File: src/rtl/acc_drain_if.sv
// Capture/drain bus between the PE column accumulator, the drain stage and the writeback path.
// slave: the drain stage itself; master: whatever sits around it (accumulator + writeback).
interface acc_drain_if #(
    parameter int WIDTH  = 32,
    parameter int OWIDTH = 16,
    parameter int DEPTH  = 4
);
    logic signed [WIDTH-1:0]           acc;
    logic                              capture;
    logic                              acc_clr;
    logic                              ready;
    logic                              valid;
    logic signed [OWIDTH-1:0]          data;
    logic [$clog2(DEPTH+1)-1:0]        count;
    logic                              overflow;
    logic                              sat;

    modport slave (
        input  acc, capture, ready,
        output acc_clr, valid, data, count, overflow, sat
    );

    modport master (
        output acc, capture, ready,
        input  acc_clr, valid, data, count, overflow, sat
    );
endinterface

File: src/rtl/acc_drain.sv
// Accumulator drain stage: capture + clear, narrow to OWIDTH, buffer in a DEPTH-entry FIFO.
// Define ACC_DRAIN_SAT_EN to clamp instead of truncate and report clamping on sat.
module acc_drain #(
    parameter int WIDTH  = 32,
    parameter int OWIDTH = 16,
    parameter int DEPTH  = 4
) (
    input logic        clk,
    input logic        rst_n,
    acc_drain_if.slave bus
);
    localparam int PW = $clog2(DEPTH);
    localparam int CW = $clog2(DEPTH + 1);

    logic [OWIDTH-1:0] mem [DEPTH];
    logic [PW-1:0]     rd_ptr;
    logic [PW-1:0]     wr_ptr;
    logic [CW-1:0]     count;
    logic              overflow_q;
    logic              full;
    logic              valid;
    logic              push;
    logic              pop;
    logic [OWIDTH-1:0] narrow;

    assign full  = (count == CW'(DEPTH));
    assign valid = (count != '0);
    assign pop   = valid & bus.ready;
    // Gated by rst_n so the accumulator is never cleared while the FIFO is held in reset.
    assign push  = bus.capture & rst_n & (~full | pop);

`ifdef ACC_DRAIN_SAT_EN
    logic clamp;
    logic sat_q;

    if (OWIDTH < WIDTH) begin : g_clamp
        localparam logic signed [WIDTH-1:0] SAT_MAX =
            {{(WIDTH-OWIDTH+1){1'b0}}, {(OWIDTH-1){1'b1}}};
        localparam logic signed [WIDTH-1:0] SAT_MIN =
            {{(WIDTH-OWIDTH+1){1'b1}}, {(OWIDTH-1){1'b0}}};

        always_comb begin
            clamp  = 1'b0;
            narrow = bus.acc[OWIDTH-1:0];
            if (bus.acc > SAT_MAX) begin
                clamp  = 1'b1;
                narrow = SAT_MAX[OWIDTH-1:0];
            end else if (bus.acc < SAT_MIN) begin
                clamp  = 1'b1;
                narrow = SAT_MIN[OWIDTH-1:0];
            end
        end
    end else begin : g_pass
        assign clamp  = 1'b0;
        assign narrow = bus.acc[OWIDTH-1:0];
    end

    always_ff @(posedge clk or negedge rst_n) begin
        if (!rst_n) begin
            sat_q <= 1'b0;
        end else if (push && clamp) begin
            sat_q <= 1'b1;
        end
    end

    assign bus.sat = sat_q;
`else
    assign narrow  = bus.acc[OWIDTH-1:0];
    assign bus.sat = 1'b0;
`endif

    always_ff @(posedge clk or negedge rst_n) begin
        if (!rst_n) begin
            for (int i = 0; i < DEPTH; i++) begin
                mem[i] <= '0;
            end
            rd_ptr     <= '0;
            wr_ptr     <= '0;
            count      <= '0;
            overflow_q <= 1'b0;
        end else begin
            if (push) begin
                mem[wr_ptr] <= narrow;
                wr_ptr      <= wr_ptr + 1'b1;
            end
            if (pop) begin
                rd_ptr <= rd_ptr + 1'b1;
            end
            if (push && !pop) begin
                count <= count + 1'b1;
            end else if (pop && !push) begin
                count <= count - 1'b1;
            end
            if (bus.capture && !push) begin
                overflow_q <= 1'b1;
            end
        end
    end

    // Head entry is read straight from the storage registers, so a push into an
    // empty FIFO is visible right after its edge.
    assign bus.data     = mem[rd_ptr];
    assign bus.valid    = valid;
    assign bus.count    = count;
    assign bus.acc_clr  = push;
    assign bus.overflow = overflow_q;
endmodule
File: src/flat_wrapper.sv
// flat-port wrapper written by rule: the top's interface ports become plain ports
module acc_drain_flat 
#(
    parameter int WIDTH  = 32,
    parameter int OWIDTH = 16,
    parameter int DEPTH  = 4
)
  (clk, rst_n, bus_acc, bus_capture, bus_ready, bus_acc_clr, bus_valid, bus_data, bus_count, bus_overflow, bus_sat);
  acc_drain_if #(.WIDTH(WIDTH), .OWIDTH(OWIDTH), .DEPTH(DEPTH)) bus_i ();
  input logic clk;
  input logic rst_n;
  input wire logic [$bits(bus_i.acc)-1:0] bus_acc;
  input wire logic [$bits(bus_i.capture)-1:0] bus_capture;
  input wire logic [$bits(bus_i.ready)-1:0] bus_ready;
  output wire logic [$bits(bus_i.acc_clr)-1:0] bus_acc_clr;
  output wire logic [$bits(bus_i.valid)-1:0] bus_valid;
  output wire logic [$bits(bus_i.data)-1:0] bus_data;
  output wire logic [$bits(bus_i.count)-1:0] bus_count;
  output wire logic [$bits(bus_i.overflow)-1:0] bus_overflow;
  output wire logic [$bits(bus_i.sat)-1:0] bus_sat;
  assign bus_i.acc = bus_acc;
  assign bus_i.capture = bus_capture;
  assign bus_i.ready = bus_ready;
  assign bus_acc_clr = bus_i.acc_clr;
  assign bus_valid = bus_i.valid;
  assign bus_data = bus_i.data;
  assign bus_count = bus_i.count;
  assign bus_overflow = bus_i.overflow;
  assign bus_sat = bus_i.sat;
  acc_drain #(.WIDTH(WIDTH), .OWIDTH(OWIDTH), .DEPTH(DEPTH)) u_core (.clk(clk), .rst_n(rst_n), .bus(bus_i));
endmodule
File: config.mk
export PLATFORM = sky130hd
export DESIGN_NAME = acc_drain_flat
export DESIGN_NICKNAME = d
export VERILOG_FILES = /design/src/rtl/acc_drain_if.sv /design/src/rtl/acc_drain.sv /design/src/flat_wrapper.sv
export SDC_FILE = /design/constraint.sdc
export NUM_CORES = 1
export LEC_CHECK = 0
export ABC_AREA = 1
export CAP_MARGIN = 10
export CORE_UTILIZATION = 46
export CTS_BUF_LIST = sky130_fd_sc_hd__clkbuf_4
export DETAILED_ROUTE_END_ITERATION = 10
export HOLD_SLACK_MARGIN = 0.15
export PLACE_DENSITY_LB_ADDON = 0.05
export SLEW_MARGIN = 15
export SYNTH_ARGS = -nofsm -noshare
export SYNTH_HDL_FRONTEND = slang
export SYNTH_SLANG_ARGS = --single-unit
export TNS_END_PERCENT = 30
File: constraint.sdc
create_clock -name clk -period 2.3 [get_ports clk]
set_clock_uncertainty 0.1 [all_clocks]
set_input_delay 0.23 -clock clk [delete_from_list [all_inputs] [get_ports clk]]
set_output_delay 0.23 -clock clk [all_outputs]
set_load 0.03 [all_outputs]
=== After elaboration in Yosys (flattened, before gate mapping) ===
Cells that the tools add are included.

* Register bits: 72
* Bits of input ports: 36
* Output and inout bits: 23
* Logic and storage cells: 39

* Add/sub/neg operators: 4
* Magnitude comparators: 3
* Eq/ne operators: 1
* Muxes and demuxes: 8
* Bitwise logic cells: 7
* Reduce and logical (&&, ||, !) cells: 8

{| class="wikitable"
|+ Operator list
! kind !! number
|-
| bitwise mux 64 bit || 1
|-
| 2-to-1 mux 16 bit || 3
|-
| binary-select mux 16 bit (select 2 bit) || 1
|-
| demux 16 bit (select 2 bit) || 1
|-
| greater-or-equal comparator 3 bit (second input constant) || 2
|-
| 2-to-1 mux 3 bit || 2
|-
| NOT 2 -> 3 bit || 2
|-
| adder 2 x 1 -> 2 bit (second input constant) || 2
|-
| logical AND 1 bit || 4
|-
| adder 3 x 1 -> 3 bit (second input constant) || 1
|-
| bitwise AND 1 bit || 3
|-
| == test 3 bit (second input constant) || 1
|-
| < comparator 3 x 1 -> 1 bit (second input constant) || 1
|-
| nonzero test 3 bit || 1
|-
| subtractor 3 x 1 -> 3 bit (second input constant) || 1
|-
| logical NOT 1 bit || 2
|-
| nonzero test 2 bit || 1
|-
| NOT 1 bit || 1
|-
| bitwise OR 1 bit || 1
|}

=== Logic depth before layout (Yosys ltp) ===
* Depth in word-level cells: 8
* Depth in mapped cells: 13
* Gate-level depth less buffers: 12

=== Least setup slack after synthesis ===
Ideal clock, no wire load.

* Path type: flip-flop to flip-flop
* From: reg u_core.count[0], in the netlist u_core.bus.count[0]
* To: reg u_core.count[2], in the netlist u_core.bus.count[2]
* Library setup time: 123 ps
* Arrival: 2212 ps
* Data required time: 2077 ps
* Setup slack: -135 ps
* Cell stages (with the launch flop): 12
* Path buffers: 1
* Period minus slack after synthesis: 2435 ps
* Path through: dfrtp_1 nor2_1 nand2_2 buf_6 nand2_2 inv_1 ha_1 inv_1 fa_1 nand2_1 nand3_1 xor2_1

* Cells in the longest elaborated chain, start to end: 7

{| class="wikitable"
|+ Ends and longest elaborated chain
! what !! line !! text
|-
| from (decl) || acc_drain.sv:18 || <nowiki>logic [CW-1:0] count;</nowiki>
|-
| from (signal assigned) || acc_drain.sv:90 || <nowiki>count <= count + 1'b1;</nowiki>
|-
| from (signal assigned) || acc_drain.sv:92 || <nowiki>count <= count - 1'b1;</nowiki>
|-
| nonzero test 3 bit / == test 3 bit (equally long branches) || acc_drain.sv:27, acc_drain.sv:26 ||
|-
| bitwise AND 1 bit / NOT 1 bit (equally long branches) || acc_drain.sv:28, acc_drain.sv:30 ||
|-
| bitwise OR 1 bit * || acc_drain.sv:30 || <nowiki>assign push = bus.capture & rst_n & (~full | pop);</nowiki>
|-
| bitwise AND 1 bit * || acc_drain.sv:30 ||
|-
| named net bus_acc_clr || flat_wrapper.sv:15 || <nowiki>output wire logic [$bits(bus_i.acc_clr)-1:0] bus_acc_clr;</nowiki>
|-
| logical NOT 1 bit || acc_drain.sv:91 || <nowiki>end else if (pop && !push) begin</nowiki>
|-
| logical AND 1 bit || acc_drain.sv:91 ||
|-
| nonzero test 2 bit (no line) || n/a ||
|}

The timed path passes the listed nets; every way through them passes the cells marked *. The select of a mux whose other input is x is not followed.
A chain may end at the register's enable or synchronous reset.

=== Worst setup path in the final report ===
* From: reg u_core.rd_ptr[1]
* To: out bus_data[10]

* Cells in the longest elaborated chain, start to end: 4

{| class="wikitable"
|+ Ends and longest elaborated chain
! what !! line !! text
|-
| from (decl) || acc_drain.sv:16 || <nowiki>logic [PW-1:0] rd_ptr;</nowiki>
|-
| from (signal assigned) || acc_drain.sv:87 || <nowiki>rd_ptr <= rd_ptr + 1'b1;</nowiki>
|-
| NOT 2 -> 3 bit (implied by the code) || acc_drain.sv:102 || <nowiki>assign bus.data = mem[rd_ptr];</nowiki>
|-
| binary-select mux 16 bit (select 2 bit) || acc_drain.sv:102 ||
|-
| 2-to-1 mux 16 bit (implied by the code) (2 in series) || acc_drain.sv:102 ||
|-
| to (decl) || flat_wrapper.sv:17 || <nowiki>output wire logic [$bits(bus_i.data)-1:0] bus_data;</nowiki>
|}

Every way passes these cells. The select of a mux whose other input is x is not followed.

==> results.ini <==
[sta]
min_period_ns=2.19
max_freq_mhz=458
relSlewSlack=0.373
holdWs_ns=0.298
final_max_slew_viol_count=0
final_hold_viol_count=0
worst_pin_slew_ns=0.941
grt_setup_unrepaired=no
fin_ws_ns=0.114
finalSetupViolCount=0
period_share=0.950

[clocking]
clk_path_buf_depth=2
clk-insertion-delay-late_ns=0.41
cts_root_buffer=clkbuf_4
clk_pin_slew_ns=0.12
htreeDepth=3
clock_sinks=72
cts_tree=done
cts_buffers=9

[global_routing]
grt_max_degree=73
grt-ovfl-total=0
groute.usage.overall=0.246
grt_antenna_before_repair=0
grt_pass1_vias=3010
grt_pass1_wl_mm=15.7

[placement]
post-place-ws_ns=0.113
hpwl_mm=5.55
io_buffers=41
gp_congestion=0.782

[pwr]
p_leak_nw=2.12
vdd_ir_drop_max_uv=742
pwr_density_cell_nw_per_um2=1520

[setup_path]
ff2ff_setup_slack_ns=0.26
path_max_fanout=9
crit_family=buffers and inverters
worstPathRequired_ns=1.97
cp-start-kind=flip-flop
slowest_delay_ns=0.51
end_kind=output port
cp_cell_sequence=inv_1 -> buf_4 -> o21ai_0 -> o22ai_1 -> dlygate4sd2_1
path_buf_inv=3
path_class=reg -> out
cp_data_arrival_time_ns=1.86
crit_slowest_cell=dfrtp_2

[floorplanning]
boundaryPins=59
rows=31
initial_utilization=0.486
die_w_microns=90.4
dieArea_sq_um=8180
core_sq_um=7410
fp.dieH_microns=90.4

[logic_synthesis]
synth_area_per_cell_sq_um=8.37
synth_nets=472
synth_seq_cells=72
netlist_instances=430
ys_seq_area_frac=0.501
netlist_area_sq_um=3600
synthDistinctLibCells=23
ys_warn_count=0

[route]
route.detailed.drc=0
wl_per_cell_microns=16.5
vias=3206
ant_nets=0
via_per_inst=5.60
drt_iter0_drc=253
totalWireLength_mm=9.44
drtPass1Iterations=5

[final_layout]
fin_nets=511
antenna_cells=0
layout-drive-gt1-share=0.110
flow.area_growth_from_synthesis_pct=18.8
final_common_cell=nand2_1
final_cell_mix=nand2_1 (144), dfrtp_1 (69), nand4_1 (64)

[run]
drv_cap=0

[run_status]
outcome=completed

[min_path]
min_path_type=in -> reg

-- cell families (layout without fill, tap and decap cells) --
group / Yosys count / count (layout) / share of synthesized area
adders and majority gates: 6 / 6 / 0.0230
AOI/OAI and AO/OA: 49 / 49 / 0.0737
and+or+nand+nor: 250 / 250 / 0.314
other: 1 / 1 / 0.00104
buffers and inverters: 48 / 92 / 0.0772
DFF: 72 / 72 / 0.501
xor gates and xnor gates: 4 / 4 / 0.00974
-- cells in the mapped netlist (all sizes together) --
master	instances	area (sq um)
nand2	146	553
dfrtp	72	1800
nand4	64	400
nor2	34	128
o21ai	33	165
buf	31	213
o22ai	16	100
inv	11	41.3
clkbuf	6	23.8
nand3	6	50.1
ha	5	62.6
xnor2	2	17.5
xor2	2	17.5
conb	1	3.75
fa	1	20.0
-- registers in the layout, indices dropped and copies added (netlist names) --
name                 cells
u_core.bus.count         3
u_core.mem              64
u_core.wr_ptr            2
u_core.rd_ptr            2
u_core.bus.overflow      1
-- metrics by stage --
step / utilization / cells / total power, mW / area [sq um] / TNS (ns)
after floorplan: - / 430 / 4.36 / 3600 / -0.0210
after global placement: 0.554 / 556 / 5.65 / 4100 / 0
after detailed placement: 0.554 / 556 / 5.68 / 4100 / 0
after global routing: 0.577 / 573 / 6.91 / 4270 / 0
after CTS: 0.577 / 573 / 6.50 / 4270 / 0
final: 0.577 / 573 / 6.47 / 4270 / 0
-- worst reg2reg max path, cell delays in order (launching register included) --
cell     delay (ns)
dfrtp_2        0.45
nor2_1         0.19
nand2_1        0.10
nand2_1        0.16
ha_1           0.19
inv_1          0.06
fa_1           0.38
nand2_1        0.08
nand3_1        0.08
xor2_1         0.15
-- what timing repair did --
action / 4_1_cts / 5_1_grt
setup endpoints to repair: 16 / 0
hold endpoints to repair: 72 / 0
gates resized for setup: 17 / 0
hold buffers: 1 / 0
buffers inserted: 0 / 0
-- final timing paths --
check / from / endpoint / depth (start not counted)
min reg2reg: u_core.bus.overflow$_DFFE_PN0P_ / u_core.bus.overflow$_DFFE_PN0P_ / 2
min: bus_capture / u_core.bus.overflow$_DFFE_PN0P_ / 3
max reg2reg: u_core.bus.count[1]$_DFFE_PN0P_ / u_core.bus.count[2]$_DFFE_PN0P_ / 9
min in group asynchronous: rst_n / u_core.mem[1]$_DFFE_PN0P_ / 3
max: u_core.rd_ptr[1]$_DFFE_PN0P_ / bus_data[10] / 5
max in group asynchronous: rst_n / u_core.rd_ptr[1]$_DFFE_PN0P_ / 3
-- where the power goes --
| part | switching [mW] | internal [mW] |
|---|---|---|
| Clock | 0.460 | 0.541 |
| Combinational | 2.08 | 1.18 |
| Sequential | 0.354 | 1.85 |
| Total | 2.90 | 3.58 |
-- final cells by class --
type                            count  area (sq um)
Clock buffer                        9          67.6
Clock inverter                      7           110
Fill cell                         718          3140
Inverter                           11          45.0
Multi-Input combinational cell    310          1520
Sequential cell                    72          1810
Tap cell                           99           124
Timing Repair Buffer               65           603
-- metal layers --
metal	part of all wire	up-vias	GRT usage
met5	0	-	0
met4	0.013	0	0.0847
met1	0.48	1563	0.352
li1	-	1537	-
met3	0.047	12	0.0311
met2	0.46	94	0.386
No activity file was read; power rests on OpenSTA's default activity.
==> RTL change 1 (same flow settings) <==
Add a define of `ACC_DRAIN_SAT_EN`.
--- a/src/rtl/acc_drain.sv
+++ b/src/rtl/acc_drain.sv
@@ -1,5 +1,7 @@
 // Accumulator drain stage: capture + clear, narrow to OWIDTH, buffer in a DEPTH-entry FIFO.
 // Define ACC_DRAIN_SAT_EN to clamp instead of truncate and report clamping on sat.
+`define ACC_DRAIN_SAT_EN
+
 module acc_drain #(
     parameter int WIDTH  = 32,
     parameter int OWIDTH = 16,
Formal check against the unedited RTL: not equivalent (a bounded check fails within 4 cycles, from zero or initial values and one cycle with rst_n low).
==> RTL change 1 against the original RTL <==
Setup slack improved by 24 ps. Synthesized area rose by 0.24%. Combinational power fell by 7.3%. Final cell count rose by 12%. Final area rose by 3.6%. Wire length fell by 0.76%. Utilization rose by 2.1 points. Power fell by 9.0%. Register-to-register slack improved by 30 ps. Sequential cell count rose by 1. Largest power group unchanged.
==> RTL change 1: results (changes against the original RTL) <==
status: "complete, no violations"
instances_no_fill: 640  # +12%
worst_pin_slew_ps: 574.6  # -366.2 ps
peakVddDrop_mv: 0.6300  # -15%
grt_pass1_vias: 3153  # +4.8%
dp.cells: 625  # +12%
place_ws_ps: 45.81  # -66.97 ps
rr_startpoint: "u_core.bus.count[0]"
gp_congestion: 0.7490  # -4.2%
wire_per_inst_um: 14.63  # -11%
nets: 580  # +14%
synth_fp_nets: 509  # +7.8%
met2_length_um: 4373  # about the same
place_area_mm2: 0.004339  # +5.7%
port_buffers: 58  # +41%
grt_first_pass_wirelength_um: 16010  # +1.8%
post_synth_inst_count: 467  # +8.6%
hp-class: "primary input to async pin"
grtUsageMet1_pct: 35.93  # +0.69 points
min_period_over_period_pct: 94.00  # -1.0 points
path_max_fanout: 12  # +3
synth_commonest_cells: "234 x nand2_1, 73 x dfrtp_1, 50 x nor2_1, 34 x o21ai_0, 16 x o22ai_1"
hpwl_um: 6266  # +13%
ys_types: 24  # +4.3%
grt_max_degree: 45  # -38%
use_met2_pct: 39.14  # +0.53 points
drt_iter0_markers: 178  # -30%
cts.repair.resized: 14  # -3
yosys.area_share.xor_xnor_pct: 0.9715  # -0.0024 points
use_met3_pct: 3.535  # +0.42 points
synth_compound_area_share_pct: 8.640  # +1.3 points
p_leak_uw: 0.002307  # +8.7%
synthAdderAreaFrac_pct: 2.290  # -0.0056 points
[RTL change 1: changes by cell type in the layout (fill, tap and decap cells not counted), sizes merged, moves of 2 or more]
cell,before,now
a21o,0,2
a21oi,0,2
buf,25,23
bufinv,3,0
clkbuf,9,11
clkdlybuf4s50,23,40
dlygate4sd2,16,13
inv,10,12
nand2,146,247
nand3,6,1
nand4,64,0
nor2,34,50
o21ai,33,35
[RTL change 1: critical path, stage by stage, from the launching register on]
cell	delay, ps
dfrtp_1	480
buf_4	240
o21ai_0	110
o22ai_1	190
dlygate4sd2_1	420
[RTL change 1: power by group]
part	internal [µW]	switching, µW	total (µW)
Clock	218	435	653
Sequential	1870	338	2210
Combinational	1130	1900	3030
[RTL change 1: layout make-up]
cell class,instances,area [µm²]
Fill cell,708,2983
Tap cell,99,123.9
Clock buffer,10,75.07
Inverter,12,47.55
Sequential cell,73,1827
Clock inverter,4,22.52
Multi-Input combinational cell,364,1618
Timing Repair Buffer,78,711.9
==> RTL change 2 (same flow settings) <==
Made on the original files. `OWIDTH` is set to 16 in 3 places; all go to 32.
--- a/src/rtl/acc_drain_if.sv
+++ b/src/rtl/acc_drain_if.sv
@@ -2,7 +2,7 @@
 // slave: the drain stage itself; master: whatever sits around it (accumulator + writeback).
 interface acc_drain_if #(
     parameter int WIDTH  = 32,
-    parameter int OWIDTH = 16,
+    parameter int OWIDTH = 32,
     parameter int DEPTH  = 4
 );
     logic signed [WIDTH-1:0]           acc;
--- a/src/rtl/acc_drain.sv
+++ b/src/rtl/acc_drain.sv
@@ -2,7 +2,7 @@
 // Define ACC_DRAIN_SAT_EN to clamp instead of truncate and report clamping on sat.
 module acc_drain #(
     parameter int WIDTH  = 32,
-    parameter int OWIDTH = 16,
+    parameter int OWIDTH = 32,
     parameter int DEPTH  = 4
 ) (
     input logic        clk,
--- a/src/flat_wrapper.sv
+++ b/src/flat_wrapper.sv
@@ -2,7 +2,7 @@
 module acc_drain_flat 
 #(
     parameter int WIDTH  = 32,
-    parameter int OWIDTH = 16,
+    parameter int OWIDTH = 32,
     parameter int DEPTH  = 4
 )
   (clk, rst_n, bus_acc, bus_capture, bus_ready, bus_acc_clr, bus_valid, bus_data, bus_count, bus_overflow, bus_sat);
Ports: changed (resized bus_data); port bits go from 59 to 75. No check against the original RTL was run, so the function may have changed too.
==> RTL change 2 against the original RTL <==
Wire length increased by 100%. Sequential cell count increased by 64. Synthesized area increased by 86%. Power increased by 92%. Final area increased by 84%. Count of clock-buffer cells in the layout increased by 8. Die area increased by 84%. Setup slack got worse by 70 ps. Non-clock buffer count increased by 36. First-iteration DRC count increased by 130%. Combinational power increased by 90%. Sequential power increased by 87%.
==> RTL change 2: results (changes against the original RTL) <==
synthTopCellsByArea: "dfrtp_1 51%, nand2_1 15%, nand4_1 12%"
grt_first_pass_wirelength_um: 30500  # +94%
synth_fp_nets: 849  # +80%
top_regs: "u_core.mem: 128 flops, u_core.bus.count: 3 flops"
synth_compound_area_share_pct: 7.852  # +0.48 points
cp.arrival_ps: 1930  # +70 ps
yosys.area_share.xor_xnor_pct: 0.5235  # -0.45 points
status: "complete, no violations"
antenna_found_initial: 1  # +1
port_buffers: 73  # +78%
drt-pass1-iter-count: 7  # +2
path_clk_slew_ps: 120  # about the same
gp_congestion: 0.7943  # +1.5%
clock_path_buffers: 2  # unchanged
numCtsBuffers: 17  # +8
hp-class: "primary input to async pin"
vias: 6030  # +88%
grt_pass1_vias: 5867  # +95%
layout-drive-gt1-share_pct: 12.30  # +1.3 points
cts_htree_levels: 4  # +1
yosysSeqAreaShare_pct: 50.85  # +0.76 points
cpPeakStageDelay_ps: 450  # -60 ps
p_leak_uw: 0.003889  # +83%
drt_iter0_markers: 582  # +130%
grt_max_degree: 137  # +88%
nets: 891  # +74%
cts_setup_buffers: 0  # unchanged
peakVddDrop_mv: 0.8152  # +9.9%
hpwl_um: 10670  # +92%
worst_pin_slew_ps: 784.2  # -156.6 ps
synthAdderAreaFrac_pct: 1.234  # -1.1 points
track_usage_pct: 26.77  # +2.2 points
ys_types: 25  # +8.7%
r2r_slack_ps: 230  # -30 ps
path_max_fanout: 17  # +8
wl_um: 19090  # +100%
synth_commonest_cells: "272 x nand2_1, 136 x dfrtp_1, 128 x nand4_1, 64 x nor2_1, 36 x o21ai_0"
==> RTL change 2: what timing repair did <==
action,in CTS,in global routing
gates resized for setup,67,27
gates cloned,0,1
hold buffers,2,0
hold endpoints to repair,140,0
endpoints found under the setup margin,21,21
==> RTL change 2: path summary, 6_finish.rpt <==
kind	end	depth (start not counted)	from
setup / recovery	bus_data[27]	5	u_core.rd_ptr[0]
max in group asynchronous	u_core.rd_ptr[0]	3	rst_n
hold / removal	u_core.mem[30]	3	rst_n
hold reg to reg	u_core.mem[70]	2	u_core.mem[70]
setup reg to reg	u_core.bus.count[2]	9	u_core.bus.count[1]
min in group clk	u_core.mem[11]	3	bus_acc[11]
==> RTL change 2: power breakdown <==
group | internal, µW | switching (µW)
Sequential | 3490 | 629
Combinational | 2100 | 4100
Clock | 1180 | 904
==> RTL change 2: layer usage <==
| layer | share of wire [%] | global-route usage [%] |
|---|---|---|
| met2 | 50 | 44.91 |
| met4 | 1.0 | 6.631 |
| met1 | 45 | 35.09 |
| met5 | 0 | 0 |
| met3 | 4.6 | 5.855 |
==> RTL change 2: final cells by class <==
type                       instances  area [µm²]
fill                            1295        6173
sequential                       136        3407
multi-input combinational        582        2795
timing repair buffer             101        1013
clock inverter                    15       255.2
tap                              180       225.2
clock buffer                      17       127.6
inverter                          11       42.54
antenna                            1       2.502
==> RTL change 2: stage by stage <==
step / hold slack, ps / std cells / instance area (µm²) / power (µW) / setup slack, ps
finish: 227.0 / 1043 / 7869 / 12400 / 44.53
global route: 211.6 / 1043 / 7869 / 13250 / -51.54
CTS: 198.8 / 1041 / 7911 / 12520 / -48.17
detailed placement: 331.3 / 1007 / 7503 / 10560 / 110.9
global placement: 329.3 / 1007 / 7503 / 10420 / 174.9
floorplan: -165.6 / 807 / 6695 / 8222 / 19.19
